==> config.mk <==
export PLATFORM = sky130hd
export DESIGN_NAME = sm2201_camac_cycle_sequencer_flat
export DESIGN_NICKNAME = d
export VERILOG_FILES = /design/src/rtl/sm2201_camac_pkg.sv /design/src/rtl/sm2201_camac_cycle_sequencer_if.sv /design/src/rtl/sm2201_cycle_timer.sv /design/src/rtl/sm2201_camac_cycle_sequencer.sv /design/src/flat_wrapper.sv
export SDC_FILE = /design/constraint.sdc
export NUM_CORES = 1
export LEC_CHECK = 0
export ABC_AREA = 0
export BUFFER_PORTS_ARGS = -buffer_cell sky130_fd_sc_hd__buf_2
export CAP_MARGIN = 10
export CORE_UTILIZATION = 50
export CTS_CLUSTER_SIZE = 24
export DETAILED_ROUTE_END_ITERATION = 7
export PLACE_DENSITY = 0.79
export SYNTH_ARGS = -nofsm -noshare
export SYNTH_HDL_FRONTEND = slang
export SYNTH_SLANG_ARGS = --single-unit
==> constraint.sdc <==
create_clock -name isa_clk -period 2.8 [get_ports isa_clk]
set_input_delay 0.56 -clock isa_clk [delete_from_list [all_inputs] [get_ports isa_clk]]
set_output_delay 0.56 -clock isa_clk [all_outputs]
set_load 0.01 [all_outputs]
==> src/rtl/sm2201_camac_pkg.sv <==
// Shared definitions for the SM2201 CAMAC cycle sequencer: state encoding,
// cycle timing constants and the cb_addr field layout.
package sm2201_camac_pkg;

  typedef enum logic [2:0] {
    ST_IDLE   = 3'd0,
    ST_SETUP  = 3'd1,
    ST_STROBE = 3'd2,
    ST_HOLD   = 3'd3,
    ST_DONE   = 3'd4
  } state_e;

  localparam int SETUP_CYCLES   = 2;
  localparam int STROBE_MIN     = 2;
  localparam int TIMEOUT_CYCLES = 64;

  localparam int TIMER_W = 7;

  localparam int F_W    = 3;
  localparam int A_W    = 4;
  localparam int N_W    = 5;
  localparam int F_OFF  = 0;
  localparam int A_OFF  = F_OFF + F_W;
  localparam int N_OFF  = A_OFF + A_W;
  localparam int ADDR_W = N_OFF + N_W;

  function automatic logic [ADDR_W-1:0] pack_addr(input logic [N_W-1:0] n,
                                                  input logic [A_W-1:0] a,
                                                  input logic [F_W-1:0] f);
    logic [ADDR_W-1:0] addr;
    addr = {ADDR_W{1'b0}};
    addr[N_OFF +: N_W] = n;
    addr[A_OFF +: A_W] = a;
    addr[F_OFF +: F_W] = f;
    return addr;
  endfunction

endpackage

==> src/rtl/sm2201_camac_cycle_sequencer_if.sv <==
// ISA-side request/response and CAMAC dataway signals of the cycle sequencer.
// slave = the sequencer, master = register decoder plus crate.
interface sm2201_camac_cycle_sequencer_if;
  logic        req_valid;
  logic        req_write;
  logic [4:0]  req_station;
  logic [3:0]  req_subaddr;
  logic [2:0]  req_func;
  logic [15:0] req_wdata;
  logic        req_ready;
  logic        rsp_valid;
  logic [15:0] rsp_data;
  logic        rsp_timeout;
  logic        isa_chrdy;
  logic        q_r_debug;
  logic [11:0] cb_addr;
  logic [15:0] cb_data_out;
  logic        cb_data_oe;
  logic [15:0] cb_data_in;
  logic        cb_cx1;
  logic        cb_prr;

  modport slave (
    input  req_valid, req_write, req_station, req_subaddr, req_func, req_wdata,
    input  cb_data_in, cb_prr,
    output req_ready, rsp_valid, rsp_data, rsp_timeout, isa_chrdy, q_r_debug,
    output cb_addr, cb_data_out, cb_data_oe, cb_cx1
  );

  modport master (
    output req_valid, req_write, req_station, req_subaddr, req_func, req_wdata,
    output cb_data_in, cb_prr,
    input  req_ready, rsp_valid, rsp_data, rsp_timeout, isa_chrdy, q_r_debug,
    input  cb_addr, cb_data_out, cb_data_oe, cb_cx1
  );
endinterface

==> src/rtl/sm2201_cycle_timer.sv <==
// Loadable down-counter that saturates at zero; paces SETUP, STROBE and the watchdog.
module sm2201_cycle_timer
  import sm2201_camac_pkg::*;
(
  input  logic               clk,
  input  logic               rst_n,
  input  logic               load,
  input  logic [TIMER_W-1:0] load_val,
  output logic [TIMER_W-1:0] count,
  output logic               zero
);

  logic [TIMER_W-1:0] count_r;

  // count register: load wins, otherwise decrement until zero
  always_ff @(posedge clk or negedge rst_n) begin
    if (!rst_n) begin
      count_r <= {TIMER_W{1'b0}};
    end else if (load) begin
      count_r <= load_val;
    end else if (count_r != {TIMER_W{1'b0}}) begin
      count_r <= count_r - {{(TIMER_W-1){1'b0}}, 1'b1};
    end else begin
      count_r <= count_r;
    end
  end

  assign count = count_r;
  assign zero  = (count_r == {TIMER_W{1'b0}});

endmodule

==> src/rtl/sm2201_camac_cycle_sequencer.sv <==
// CAMAC dataway cycle sequencer (IDLE/SETUP/STROBE/HOLD/DONE) for an ISA host.
// Define SM2201_CAMAC_TIMEOUT_EN to build the STROBE watchdog.
module sm2201_camac_cycle_sequencer
  import sm2201_camac_pkg::*;
(
  input  logic isa_clk,
  input  logic isa_reset,
  sm2201_camac_cycle_sequencer_if.slave bus
);

  localparam logic [TIMER_W-1:0] SETUP_LOAD = TIMER_W'(SETUP_CYCLES - 1);
`ifdef SM2201_CAMAC_TIMEOUT_EN
  // One counter covers both the minimum dwell and the watchdog.
  localparam logic [TIMER_W-1:0] STROBE_LOAD = TIMER_W'(TIMEOUT_CYCLES - 1);
  localparam logic [TIMER_W-1:0] MIN_LEFT    = TIMER_W'(TIMEOUT_CYCLES - STROBE_MIN);
`else
  localparam logic [TIMER_W-1:0] STROBE_LOAD = TIMER_W'(STROBE_MIN - 1);
  localparam logic [TIMER_W-1:0] MIN_LEFT    = {TIMER_W{1'b0}};
`endif

  state_e             state_r, state_next_s;
  logic               accept_s, capture_s, timeout_hit_s;
  logic               busy_next_s, wr_next_s;
  logic               timer_load_s, timer_zero_s, min_met_s, expired_s;
  logic [TIMER_W-1:0] timer_load_val_s, timer_count_s;
  logic               write_r, cap_valid_unused_s;
  logic [15:0]        cap_data_r, rsp_data_r, cb_data_out_r;
  logic [11:0]        cb_addr_r;
  logic               req_ready_r, rsp_valid_r, isa_chrdy_r, cb_cx1_r, cb_data_oe_r, q_r_debug_r;

  assign timer_load_s     = accept_s | ((state_r == ST_SETUP) & timer_zero_s);
  assign timer_load_val_s = accept_s ? SETUP_LOAD : STROBE_LOAD;
  assign min_met_s        = (timer_count_s <= MIN_LEFT);
  assign cap_valid_unused_s = 1'b0;
`ifdef SM2201_CAMAC_TIMEOUT_EN
  assign expired_s = timer_zero_s;
`else
  assign expired_s = 1'b0;
`endif

  sm2201_cycle_timer u_timer (
    .clk      (isa_clk),
    .rst_n    (isa_reset),
    .load     (timer_load_s),
    .load_val (timer_load_val_s),
    .count    (timer_count_s),
    .zero     (timer_zero_s)
  );

  // state register
  always_ff @(posedge isa_clk or negedge isa_reset) begin
    if (!isa_reset) begin
      state_r <= ST_IDLE;
    end else begin
      state_r <= state_next_s;
    end
  end

  // next-state and per-transition control; the crate answering beats the watchdog
  always_comb begin
    state_next_s  = state_r;
    accept_s      = 1'b0;
    capture_s     = 1'b0;
    timeout_hit_s = 1'b0;
    case (state_r)
      ST_IDLE: begin
        if (bus.req_valid) begin
          state_next_s = ST_SETUP;
          accept_s     = 1'b1;
        end else begin
          state_next_s = ST_IDLE;
        end
      end
      ST_SETUP: begin
        if (timer_zero_s) begin
          state_next_s = ST_STROBE;
        end else begin
          state_next_s = ST_SETUP;
        end
      end
      ST_STROBE: begin
        if (min_met_s && !bus.cb_prr) begin
          state_next_s = ST_HOLD;
          capture_s    = 1'b1;
        end else if (expired_s) begin
          state_next_s  = ST_HOLD;
          capture_s     = 1'b1;
          timeout_hit_s = 1'b1;
        end else begin
          state_next_s = ST_STROBE;
        end
      end
      ST_HOLD:  state_next_s = ST_DONE;
      ST_DONE:  state_next_s = ST_IDLE;
      default:  state_next_s = ST_IDLE;
    endcase
    busy_next_s = (state_next_s == ST_SETUP) || (state_next_s == ST_STROBE) ||
                  (state_next_s == ST_HOLD);
    wr_next_s   = accept_s ? bus.req_write : write_r;
  end

  // outputs registered from the upcoming state so they align with it
  always_ff @(posedge isa_clk or negedge isa_reset) begin
    if (!isa_reset) begin
      req_ready_r   <= 1'b1;
      isa_chrdy_r   <= 1'b1;
      cb_cx1_r      <= 1'b1;
      rsp_valid_r   <= 1'b0;
      cb_data_oe_r  <= 1'b0;
      q_r_debug_r   <= 1'b0;
      write_r       <= 1'b0;
      cb_addr_r     <= 12'h000;
      cb_data_out_r <= 16'h0000;
      cap_data_r    <= 16'h0000;
      rsp_data_r    <= 16'h0000;
    end else begin
      req_ready_r  <= (state_next_s == ST_IDLE);
      isa_chrdy_r  <= ~busy_next_s;
      cb_cx1_r     <= (state_next_s != ST_STROBE);
      rsp_valid_r  <= (state_next_s == ST_DONE);
      cb_data_oe_r <= busy_next_s & wr_next_s;
      q_r_debug_r  <= busy_next_s & wr_next_s;
      write_r      <= wr_next_s;
      if (accept_s) begin
        cb_addr_r     <= pack_addr(bus.req_station, bus.req_subaddr, bus.req_func);
        cb_data_out_r <= bus.req_write ? bus.req_wdata : 16'h0000;
      end else if (!busy_next_s) begin
        cb_addr_r     <= 12'h000;
        cb_data_out_r <= 16'h0000;
      end else begin
        cb_addr_r     <= cb_addr_r;
        cb_data_out_r <= cb_data_out_r;
      end
      if (capture_s) begin
        cap_data_r <= timeout_hit_s ? 16'hFFFF : (write_r ? rsp_data_r : bus.cb_data_in);
      end else begin
        cap_data_r <= cap_data_r;
      end
      // response data only changes when DONE is presented
      if (state_next_s == ST_DONE) begin
        rsp_data_r <= cap_data_r;
      end else begin
        rsp_data_r <= rsp_data_r;
      end
    end
  end

`ifdef SM2201_CAMAC_TIMEOUT_EN
  logic cap_to_r, rsp_timeout_r;

  // timeout flag follows the same capture-then-present path as the data
  always_ff @(posedge isa_clk or negedge isa_reset) begin
    if (!isa_reset) begin
      cap_to_r      <= 1'b0;
      rsp_timeout_r <= 1'b0;
    end else begin
      cap_to_r      <= capture_s ? timeout_hit_s : cap_to_r;
      rsp_timeout_r <= (state_next_s == ST_DONE) ? cap_to_r : rsp_timeout_r;
    end
  end

  assign bus.rsp_timeout = rsp_timeout_r | cap_valid_unused_s;
`else
  assign bus.rsp_timeout = cap_valid_unused_s;
`endif

  assign bus.req_ready   = req_ready_r;
  assign bus.rsp_valid   = rsp_valid_r;
  assign bus.rsp_data    = rsp_data_r;
  assign bus.isa_chrdy   = isa_chrdy_r;
  assign bus.q_r_debug   = q_r_debug_r;
  assign bus.cb_addr     = cb_addr_r;
  assign bus.cb_data_out = cb_data_out_r;
  assign bus.cb_data_oe  = cb_data_oe_r;
  assign bus.cb_cx1      = cb_cx1_r;

endmodule
==> src/flat_wrapper.sv <==
// flat-port wrapper written by rule: the top's interface ports become plain ports
module sm2201_camac_cycle_sequencer_flat import sm2201_camac_pkg::*;
  (isa_clk, isa_reset, bus_req_valid, bus_req_write, bus_req_station, bus_req_subaddr, bus_req_func, bus_req_wdata, bus_cb_data_in, bus_cb_prr, bus_req_ready, bus_rsp_valid, bus_rsp_data, bus_rsp_timeout, bus_isa_chrdy, bus_q_r_debug, bus_cb_addr, bus_cb_data_out, bus_cb_data_oe, bus_cb_cx1);
  sm2201_camac_cycle_sequencer_if bus_i ();
  input  logic isa_clk;
  input  logic isa_reset;
  input wire logic [$bits(bus_i.req_valid)-1:0] bus_req_valid;
  input wire logic [$bits(bus_i.req_write)-1:0] bus_req_write;
  input wire logic [$bits(bus_i.req_station)-1:0] bus_req_station;
  input wire logic [$bits(bus_i.req_subaddr)-1:0] bus_req_subaddr;
  input wire logic [$bits(bus_i.req_func)-1:0] bus_req_func;
  input wire logic [$bits(bus_i.req_wdata)-1:0] bus_req_wdata;
  input wire logic [$bits(bus_i.cb_data_in)-1:0] bus_cb_data_in;
  input wire logic [$bits(bus_i.cb_prr)-1:0] bus_cb_prr;
  output wire logic [$bits(bus_i.req_ready)-1:0] bus_req_ready;
  output wire logic [$bits(bus_i.rsp_valid)-1:0] bus_rsp_valid;
  output wire logic [$bits(bus_i.rsp_data)-1:0] bus_rsp_data;
  output wire logic [$bits(bus_i.rsp_timeout)-1:0] bus_rsp_timeout;
  output wire logic [$bits(bus_i.isa_chrdy)-1:0] bus_isa_chrdy;
  output wire logic [$bits(bus_i.q_r_debug)-1:0] bus_q_r_debug;
  output wire logic [$bits(bus_i.cb_addr)-1:0] bus_cb_addr;
  output wire logic [$bits(bus_i.cb_data_out)-1:0] bus_cb_data_out;
  output wire logic [$bits(bus_i.cb_data_oe)-1:0] bus_cb_data_oe;
  output wire logic [$bits(bus_i.cb_cx1)-1:0] bus_cb_cx1;
  assign bus_i.req_valid = bus_req_valid;
  assign bus_i.req_write = bus_req_write;
  assign bus_i.req_station = bus_req_station;
  assign bus_i.req_subaddr = bus_req_subaddr;
  assign bus_i.req_func = bus_req_func;
  assign bus_i.req_wdata = bus_req_wdata;
  assign bus_i.cb_data_in = bus_cb_data_in;
  assign bus_i.cb_prr = bus_cb_prr;
  assign bus_req_ready = bus_i.req_ready;
  assign bus_rsp_valid = bus_i.rsp_valid;
  assign bus_rsp_data = bus_i.rsp_data;
  assign bus_rsp_timeout = bus_i.rsp_timeout;
  assign bus_isa_chrdy = bus_i.isa_chrdy;
  assign bus_q_r_debug = bus_i.q_r_debug;
  assign bus_cb_addr = bus_i.cb_addr;
  assign bus_cb_data_out = bus_i.cb_data_out;
  assign bus_cb_data_oe = bus_i.cb_data_oe;
  assign bus_cb_cx1 = bus_i.cb_cx1;
  sm2201_camac_cycle_sequencer u_core (.isa_clk(isa_clk), .isa_reset(isa_reset), .bus(bus_i));
endmodule
Word level (Yosys, flattened, before mapping)
Cells that the tools add are included.
- reduce and logical (&&, ||, !) cells: 9
- equality and inequality tests: 9
- muxes and demuxes: 17
- bitwise operators: 4
- $lt $le $gt $ge: 1
- add/subtract/negate cells: 1
- operator list (cell ; number):
    two-way mux 16 bit ; 4
    two-way mux 12 bit ; 2
    two-way mux 7 bit ; 2
    == test 3 x 2 -> 1 bit, second input constant ; 4
    one-hot mux 3 bit (4 select lines) ; 1
    <= comparator 7 x 1 -> 1 bit, second input constant ; 1
    logical NOT 7 bit ; 1
    two-way mux 1 bit ; 7
    nonzero test 7 bit ; 1
    subtractor 7 x 1 -> 7 bit, second input constant ; 1
    == test 3 x 1 -> 1 bit, second input constant ; 2
    logical NOT 3 bit ; 2
    == test 3 bit, second input constant ; 1
    inequality test 3 x 2 -> 1 bit, second input constant ; 1
    bitwise AND 1 bit ; 2
    logical OR 1 bit ; 2
    two-way mux 2 bit ; 1
    inequality test 2 x 1 -> 1 bit, second input constant ; 1
    nonzero test 2 bit ; 1
    logical AND 1 bit ; 1
    logical NOT 1 bit ; 1
    inverter 1 bit ; 1
    OR 1 bit ; 1
- register bits after elaboration: 76
- output and inout bits: 51

Logic depth before layout (Yosys ltp)
Gate-level depths: netlist of run 1.
- word-level depth: 9
- mapped depth: 7

Hierarchy
From an unflattened synthesis of run 1, not the netlist that was laid out.
- cell total of the unflattened synthesis: 233
- area total of the unflattened synthesis: 3354.5 µm²
- modules (own cells, without submodules) (module ; area an instance (µm²) ; seq. area each (µm²) ; cells each ; instances):
    sm2201_camac_cycle_sequencer ; 2906.5 ; 1730.4 ; 188 ; 1
    sm2201_cycle_timer ; 447.9 ; 175.2 ; 45 ; 1

Worst setup path before layout of run 1
No wires, ideal clock.
- kind: register to register
- start point: register u_core.u_timer.count_r[0] (netlist: u_core.u_timer.count[0])
- end point: register u_core.cap_data_r[10]
- setup slack: 0.506 ns
- data arrival time: 2.169 ns
- cell stages (with the launch flop): 8
- clock period less this slack: 2.294 ns
- cells stage by stage: dfrtp_1 > inv_1 > ha_1 > or4b_1 > clkbuf_2 > nor4_4 > buf_6 > mux2_2
- cells in the longest elaborated chain, start to end: 4
- ends and longest elaborated chain (item ; line ; text):
    start: declaration ; sm2201_cycle_timer.sv:13 ; logic [TIMER_W-1:0] count_r;
    start signal: assignment ; sm2201_cycle_timer.sv:18 ; count_r <= {TIMER_W{1'b0}};
    start signal: assignment ; sm2201_cycle_timer.sv:20 ; count_r <= load_val;
    start signal: assignment ; sm2201_cycle_timer.sv:22 ; count_r <= count_r - {{(TIMER_W-1){1'b0}}, 1'b1};
    <= comparator 7 x 1 -> 1 bit ; sm2201_camac_cycle_sequencer.sv:33 ; assign min_met_s = (timer_count_s <= MIN_LEFT);
    logical AND 1 bit ; sm2201_camac_cycle_sequencer.sv:82 ; if (min_met_s && !bus.cb_prr) begin
    two-way mux 1 bit ; sm2201_camac_cycle_sequencer.sv:82 ;
    two-way mux 1 bit ; sm2201_camac_cycle_sequencer.sv:65 ; case (state_r)
    end signal: assignment ; sm2201_camac_cycle_sequencer.sv:135 ; cap_data_r <= timeout_hit_s ? 16'hFFFF : (write_r ? rsp_data_r : bus.cb_data_in);
    end signal: assignment ; sm2201_camac_cycle_sequencer.sv:137 ; cap_data_r <= cap_data_r;
    end: declaration ; sm2201_camac_cycle_sequencer.sv:27 ; logic [15:0] cap_data_r, rsp_data_r, cb_data_out_r;
Every way passes these cells.
A chain may end at the register's enable or synchronous reset.

Final worst setup path of run 1
Same ends and word-level chain as after synthesis.

==> results of run 1 <==
## per-stage QoR
| stage | area, sq um | power (mW) | util | cells |
|---|---|---|---|---|
| 2_1_floorplan | 3160 | 2.89 | - | 225 |
| 3_3_place_gp | 3700 | 3.39 | 0.615 | 385 |
| 3_5_place_dp | 3700 | 3.44 | 0.615 | 385 |
| 4_1_cts | 3920 | 4.31 | 0.650 | 401 |
| 5_1_grt | 3920 | 4.57 | 0.650 | 401 |
| 6_report | 3920 | 4.25 | 0.650 | 401 |
## cell families after synthesis
group,Yosys count,share of synthesized area
AO/OA/AOI/OAI,45,0.112
XOR/XNOR,1,0.00277
adder cells (fa/ha/maj),2,0.00792
buffers and inverters,20,0.0293
flip-flops,76,0.603
multiplexers,48,0.171
other,1,0.00119
AND/OR/NAND/NOR,32,0.0725
## critical path: stages, from the launching register on
cell and delay (ps):
dfrtp_1 420, inv_1 110, ha_1 190, or4b_1 600, nor4_4 260, buf_4 290
mux2_2 370
## worst max-delay path by stage
stage	startpoint	endpoint	slack, ps	cells after the start
after floorplan	u_core.u_timer.count[0]	u_core.cap_data_r[10]	510	7
after global placement	u_core.u_timer.count[0]	u_core.cap_data_r[6]	550	6
after detailed placement	u_core.u_timer.count[0]	u_core.cap_data_r[10]	450	6
after CTS	u_core.u_timer.count[0]	u_core.cap_data_r[7]	430	6
after global routing	u_core.u_timer.count[0]	u_core.cap_data_r[12]	320	6
final	u_core.u_timer.count[0]	u_core.cap_data_r[10]	450	6
## cell type report
type / instances / area (sq um) / area share
Timing Repair Buffer: 102 / 523 / 0.134
Sequential cell: 76 / 1910 / 0.487
Clock buffer: 11 / 151 / 0.0387
Clock inverter: 5 / 58.8 / 0.0150
Tap cell: 75 / 93.8 / 0.0240
Multi-Input combinational cell: 129 / 1170 / 0.299
Inverter: 3 / 11.3 / 0.00288
## report_power, final
| part | internal, mW | total (mW) | leakage [nW] | switching (mW) |
|---|---|---|---|---|
| sequential | 1.51 | 1.82 | 0.989 | 0.310 |
| clock | 0.462 | 0.849 | 0.102 | 0.388 |
| combinational | 0.810 | 1.58 | 0.921 | 0.768 |
## placed cells by master (no fill, tap or decap), types with 2 or more instances in the layout
| cell | Yosys | layout |
|---|---|---|
| mux2_2 | 48 | 48 |
| o21ai_0 | 2 | 2 |
| a22o_1 | 28 | 28 |
| or2_2 | 2 | 2 |
| inv_1 | 3 | 3 |
| nand2_1 | 3 | 3 |
| nand4b_1 | 2 | 2 |
| clkbuf_8 | 0 | 11 |
| dfrtp_1 | 73 | 73 |
| nor2_1 | 4 | 3 |
| buf_4 | 2 | 5 |
| nor3_1 | 3 | 3 |
| or3b_2 | 3 | 3 |
| or3_1 | 2 | 2 |
| and3b_1 | 2 | 2 |
| dfstp_2 | 3 | 3 |
| buf_2 | 1 | 97 |
| a21oi_1 | 7 | 7 |
| ha_1 | 2 | 2 |
| a21o_1 | 2 | 2 |
| clkinvlp_4 | 0 | 2 |
| or4b_2 | 2 | 2 |
## routing by layer
metal  wire (microns)  track usage
met5                0            0
met4               82       0.0911
met3              367       0.0444
met2             2720        0.300
met1             2680        0.246
## sequential cells by signal (all words and copies together), names as in the netlist, 3 cells and up
name,cells
u_core.bus.cb_addr,12
u_core.bus.cb_data_out,16
u_core.bus.rsp_data,16
u_core.cap_data_r,16
u_core.state_r,3
u_core.u_timer.count,7
==> flow_summary_export.csv, run 1 <==
group,metric,value,unit
run_status,status,"completed",
cts,holdBufCountCts,0,
cts,post_cts_resized,0,
timing,grt_setup_unrepaired,"no",
critical_path,path_max_fanout,17,
layout,antenna_cells,0,
floorplanning,fp.dieH,81.5,microns
cts,cts_buffers,9,
critical_path,crit_arrival,2570,ps
layout,area_delta_synth_final,23.9,%
critical_path,timing.rr.end,"u_core.cap_data_r[10]",
cts,cts_tree,"built",
global_routing,grt_overflow,0,
cts,cts_setup_buffers,0,
critical_path,worst_ep_required_time,3030,ps
synthesis,netlist_area,3160,sq um
synthesis,synth.yosys.warnings,0,
global_routing,grt_max_degree,77,
timing,relSlewSlack,0.398,
timing,holdWs,352,ps
routing,ant_nets,0,
synthesis,synth_area_leaders,"dfrtp_1 58%, mux2_2 17%, a22o_1 7.8%, dfstp_2 2.5%, clkbuf_1 1.2%",
critical_path,reg2reg_depth,6,
critical_path,reg2reg_slack,450,ps
routing,drc,0,
synthesis,postSynthAreaPerCell,14.0,sq um
layout,fillCellCount,474,
power,p_per_area,1090,nW/um^2
global_routing,antenna_found_initial,0,
placement,io_buffers,98,
timing,finalClockSkew,8.47,ps
synthesis,yosysTopAreaCell,"dfrtp_1",
floorplanning,die_area,6640,sq um
timing,min_period,2350,ps
timing,worstMarginPinSlew,903,ps
global_routing,grt_pass1_wl,9410,microns
synthesis,ys_async_sr_fraction,1.00,
synthesis,ys_types,40,
power,power_leakage,2.01,nW
worst_hold_path,hold_path.class,"primary input to asynchronous set/reset pin",
timing,finalWorstSetupSlack,454,ps
critical_path,worstSetupEndpointType,"flip-flop",
timing,fin_crit_sh,0.838,
floorplanning,start_util,0.525,
synthesis,synth.most_common_cell,"dfrtp_1",
cts,clk_pin_slew,80,ps
cts,ctsLongestPathBuffers,2,
floorplanning,std_cell_rows,28,
synthesis,ys_ff_latch,76,
synthesis,yosysSeqAreaShare,0.603,
timing,max_freq,426,MHz
timing,hold_viol_final,0,
layout,drive_gt1_frac,0.552,
placement,dp_hpwl,3980,microns
cts,cts_root_buf,"clkbuf_8",
routing,vias_per_cell,5.33,
cts,h-tree-depth,3,
floorplanning,io_pins,100,
floorplanning,core-area,6030,sq um
timing,slew_violations,0,
cts,clock-sinks,76,
synthesis,synth_edf_count,0,
routing,vias,2139,
critical_path,crit_type,"flip-flop to flip-flop",
timing,finalSetupViolCount,0,
synthesis,ys.flop_type,"dfrtp_1",
synthesis,synth_fp_nets,276,
routing,drtIter0Drc,83,
global_routing,grt_usage,0.190,
timing,setup_tns,0,ps
floorplanning,die_x,81.5,microns
global_routing,grt_pass1_vias,2034,
routing,routed_wl,5850,microns
critical_path,r2r_start,"u_core.u_timer.count[0]",
synthesis,yosys.area.top_type_share,0.578,
placement,place_ws,445,ps
synthesis,yosys-top-cells-count,"73 x dfrtp_1, 48 x mux2_2, 28 x a22o_1",
cts,insertion_delay,340,ps
layout,fin_nets,372,
power,peakVddDrop,0.556,mV
routing,wire_per_inst,14.6,microns
synthesis,syn_inst,225,
critical_path,cp-start-kind,"flip-flop",
flow_run,drv_cap,0,
placement,place_congestion,0.800,
routing,drt-pass1-iter-count,3,
(Power assumes the default switching activity.)
==> run 2, diff against run 1 <==
Clock period 2.8 ns to 2.2 ns, I/O delays scaled along.
==> run 2 against run 1 <==
Against the previous run: combinational power rose by 46%; global-route usage rose by 1.3 points; cell area increased by 2.4%; die area stayed put; critical path type unchanged; largest power group is now combinational cells; highest routed layer unchanged.
==> flow_summary_export.csv, run 2 (same netlist as run 1, synthesis figures left out) <==
group,metric,value,unit
floorplanning,die_x,81.5,microns
layout,fin_nets,383,
global_routing,grt_max_degree,37,
cts,cts_setup_buffers,0,
cts,ctsLongestPathBuffers,2,
timing,grt_setup_unrepaired,"no",
power,power_leakage,2.07,nW
routing,drt-pass1-iter-count,4,
cts,clk_pin_slew,80,ps
layout,drive_gt1_frac,0.573,
floorplanning,fp.dieH,81.5,microns
critical_path,crit_type,"flip-flop to flip-flop",
routing,ant_nets,0,
global_routing,grt_overflow,0,
layout,final_common_cell,"buf_2",
placement,dp_hpwl,4550,microns
global_routing,grt_pass1_vias,2187,
routing,drc,0,
timing,finalClockSkew,8.01,ps
placement,dp.cells,396,
critical_path,crit_arrival,2320,ps
power,p_per_area,1400,nW/um^2
timing,hold_viol_final,0,
floorplanning,die_area,6640,sq um
layout,final_cell_mix,"97 x buf_2, 73 x dfrtp_1, 48 x mux2_2",
layout,multiInputGateArea,1170,sq um
placement,place_congestion,0.855,
critical_path,worst_ep_required_time,2430,ps
run_status,status,"completed",
critical_path,worstSetupEndpointType,"flip-flop",
floorplanning,io_pins,100,
cts,h-tree-depth,3,
worst_hold_path,hold_path.class,"primary input to asynchronous set/reset pin",
routing,vias_per_cell,5.39,
layout,fillCellCount,449,
layout,design_area,4010,sq um
floorplanning,std_cell_rows,28,
timing,slew_violations,0,
timing,worstMarginPinSlew,629,ps
flow_run,drv_cap,0,
global_routing,antenna_found_initial,0,
layout,area_delta_synth_final,26.9,%
cts,cts_root_buf,"clkbuf_8",
timing,fin_crit_sh,0.953,
floorplanning,core-area,6030,sq um
global_routing,grt_pass1_wl,9980,microns
layout,regArea,1910,sq um
critical_path,cp-start-kind,"flip-flop",
floorplanning,start_util,0.525,
timing,relSlewSlack,0.581,
placement,placement.cell_area,3800,sq um
cts,cts_buffers,9,
routing,vias,2220,
cts,insertion_delay,340,ps
cts,clock-sinks,76,
layout,antenna_cells,0,
cts,cts_tree,"built",
critical_path,path_max_fanout,17,
global_routing,grt_usage,0.202,
routing,wire_per_inst,15.6,microns
placement,io_buffers,98,
layout,layoutNonFillerInstCount,412,
timing,min_period,2100,ps
routing,routed_wl,6440,microns
power,peakVddDrop,0.735,mV
routing,drtIter0Drc,96,
timing,finalSetupViolCount,0,
timing,max_freq,477,MHz
## run 2: changes by cell type in the layout (fill, tap and decap cells not counted), sizes merged
cell    previous run  this run
inv                4         6
buf              102       113
clkbuf            11         9
## run 2: path summary, 6_finish.rpt
check	depth (start not counted)	startpoint	to	slack [ps]
worst max-delay path	6	u_core.u_timer.count[1]	u_core.cap_data_r[2]	100
worst min-delay path	1	isa_reset	u_core.bus.cb_addr[10]	50
worst max register to register	6	u_core.u_timer.count[1]	u_core.cap_data_r[2]	100
worst min register to register	1	u_core.bus.cb_addr[9]	u_core.bus.cb_addr[9]	500
max in group asynchronous	2	isa_reset	u_core.bus.cb_addr[2]	1490
min in group isa_clk	2	bus_req_wdata[14]	u_core.bus.cb_data_out[14]	300
## run 2: where the power goes
| group | internal [mW] | leakage (nW) | switching (mW) |
|---|---|---|---|
| Combinational | 1.15 | 0.979 | 1.15 |
| Sequential | 1.93 | 0.989 | 0.301 |
| Clock | 0.541 | 0.0984 | 0.541 |
## run 2: repair_timing
action	CTS	global route
endpoints found under the setup margin	0	16
resized for setup	0	1
hold buffers	0	0
## run 2: layout make-up
cell class	count	area share
clock buffer	9	0.0309
tap	75	0.0234
sequential	76	0.475
inverter	3	0.00281
multi-input combinational	129	0.293
clock inverter	7	0.0206
timing repair buffer	113	0.154
## run 2: per-layer routing
metal,wire length (microns),track usage
met1,2890,0.252
met4,73,0.0661
met5,0,0
met3,353,0.0611
met2,3120,0.335
## run 2: metrics by stage
stage	util	worst slack, ps	hold WS (ps)	setup TNS, ps	total power [mW]
2_1_floorplan	-	-76.7	144	-690	3.68
3_3_place_gp	0.631	140	413	0	4.45
3_5_place_dp	0.631	56.1	422	0	4.55
4_1_cts	0.665	42.5	42.9	0	5.66
5_1_grt	0.665	10.6	65.5	0	6.00
6_report	0.665	104	45.8	0	5.61
## run 2: worst max-delay path: stages (launching register included)
cell	delay, ps
dfrtp_1	390
inv_1	90
ha_1	190
or4b_4	500
nor4_4	280
buf_12	190
mux2_2	340
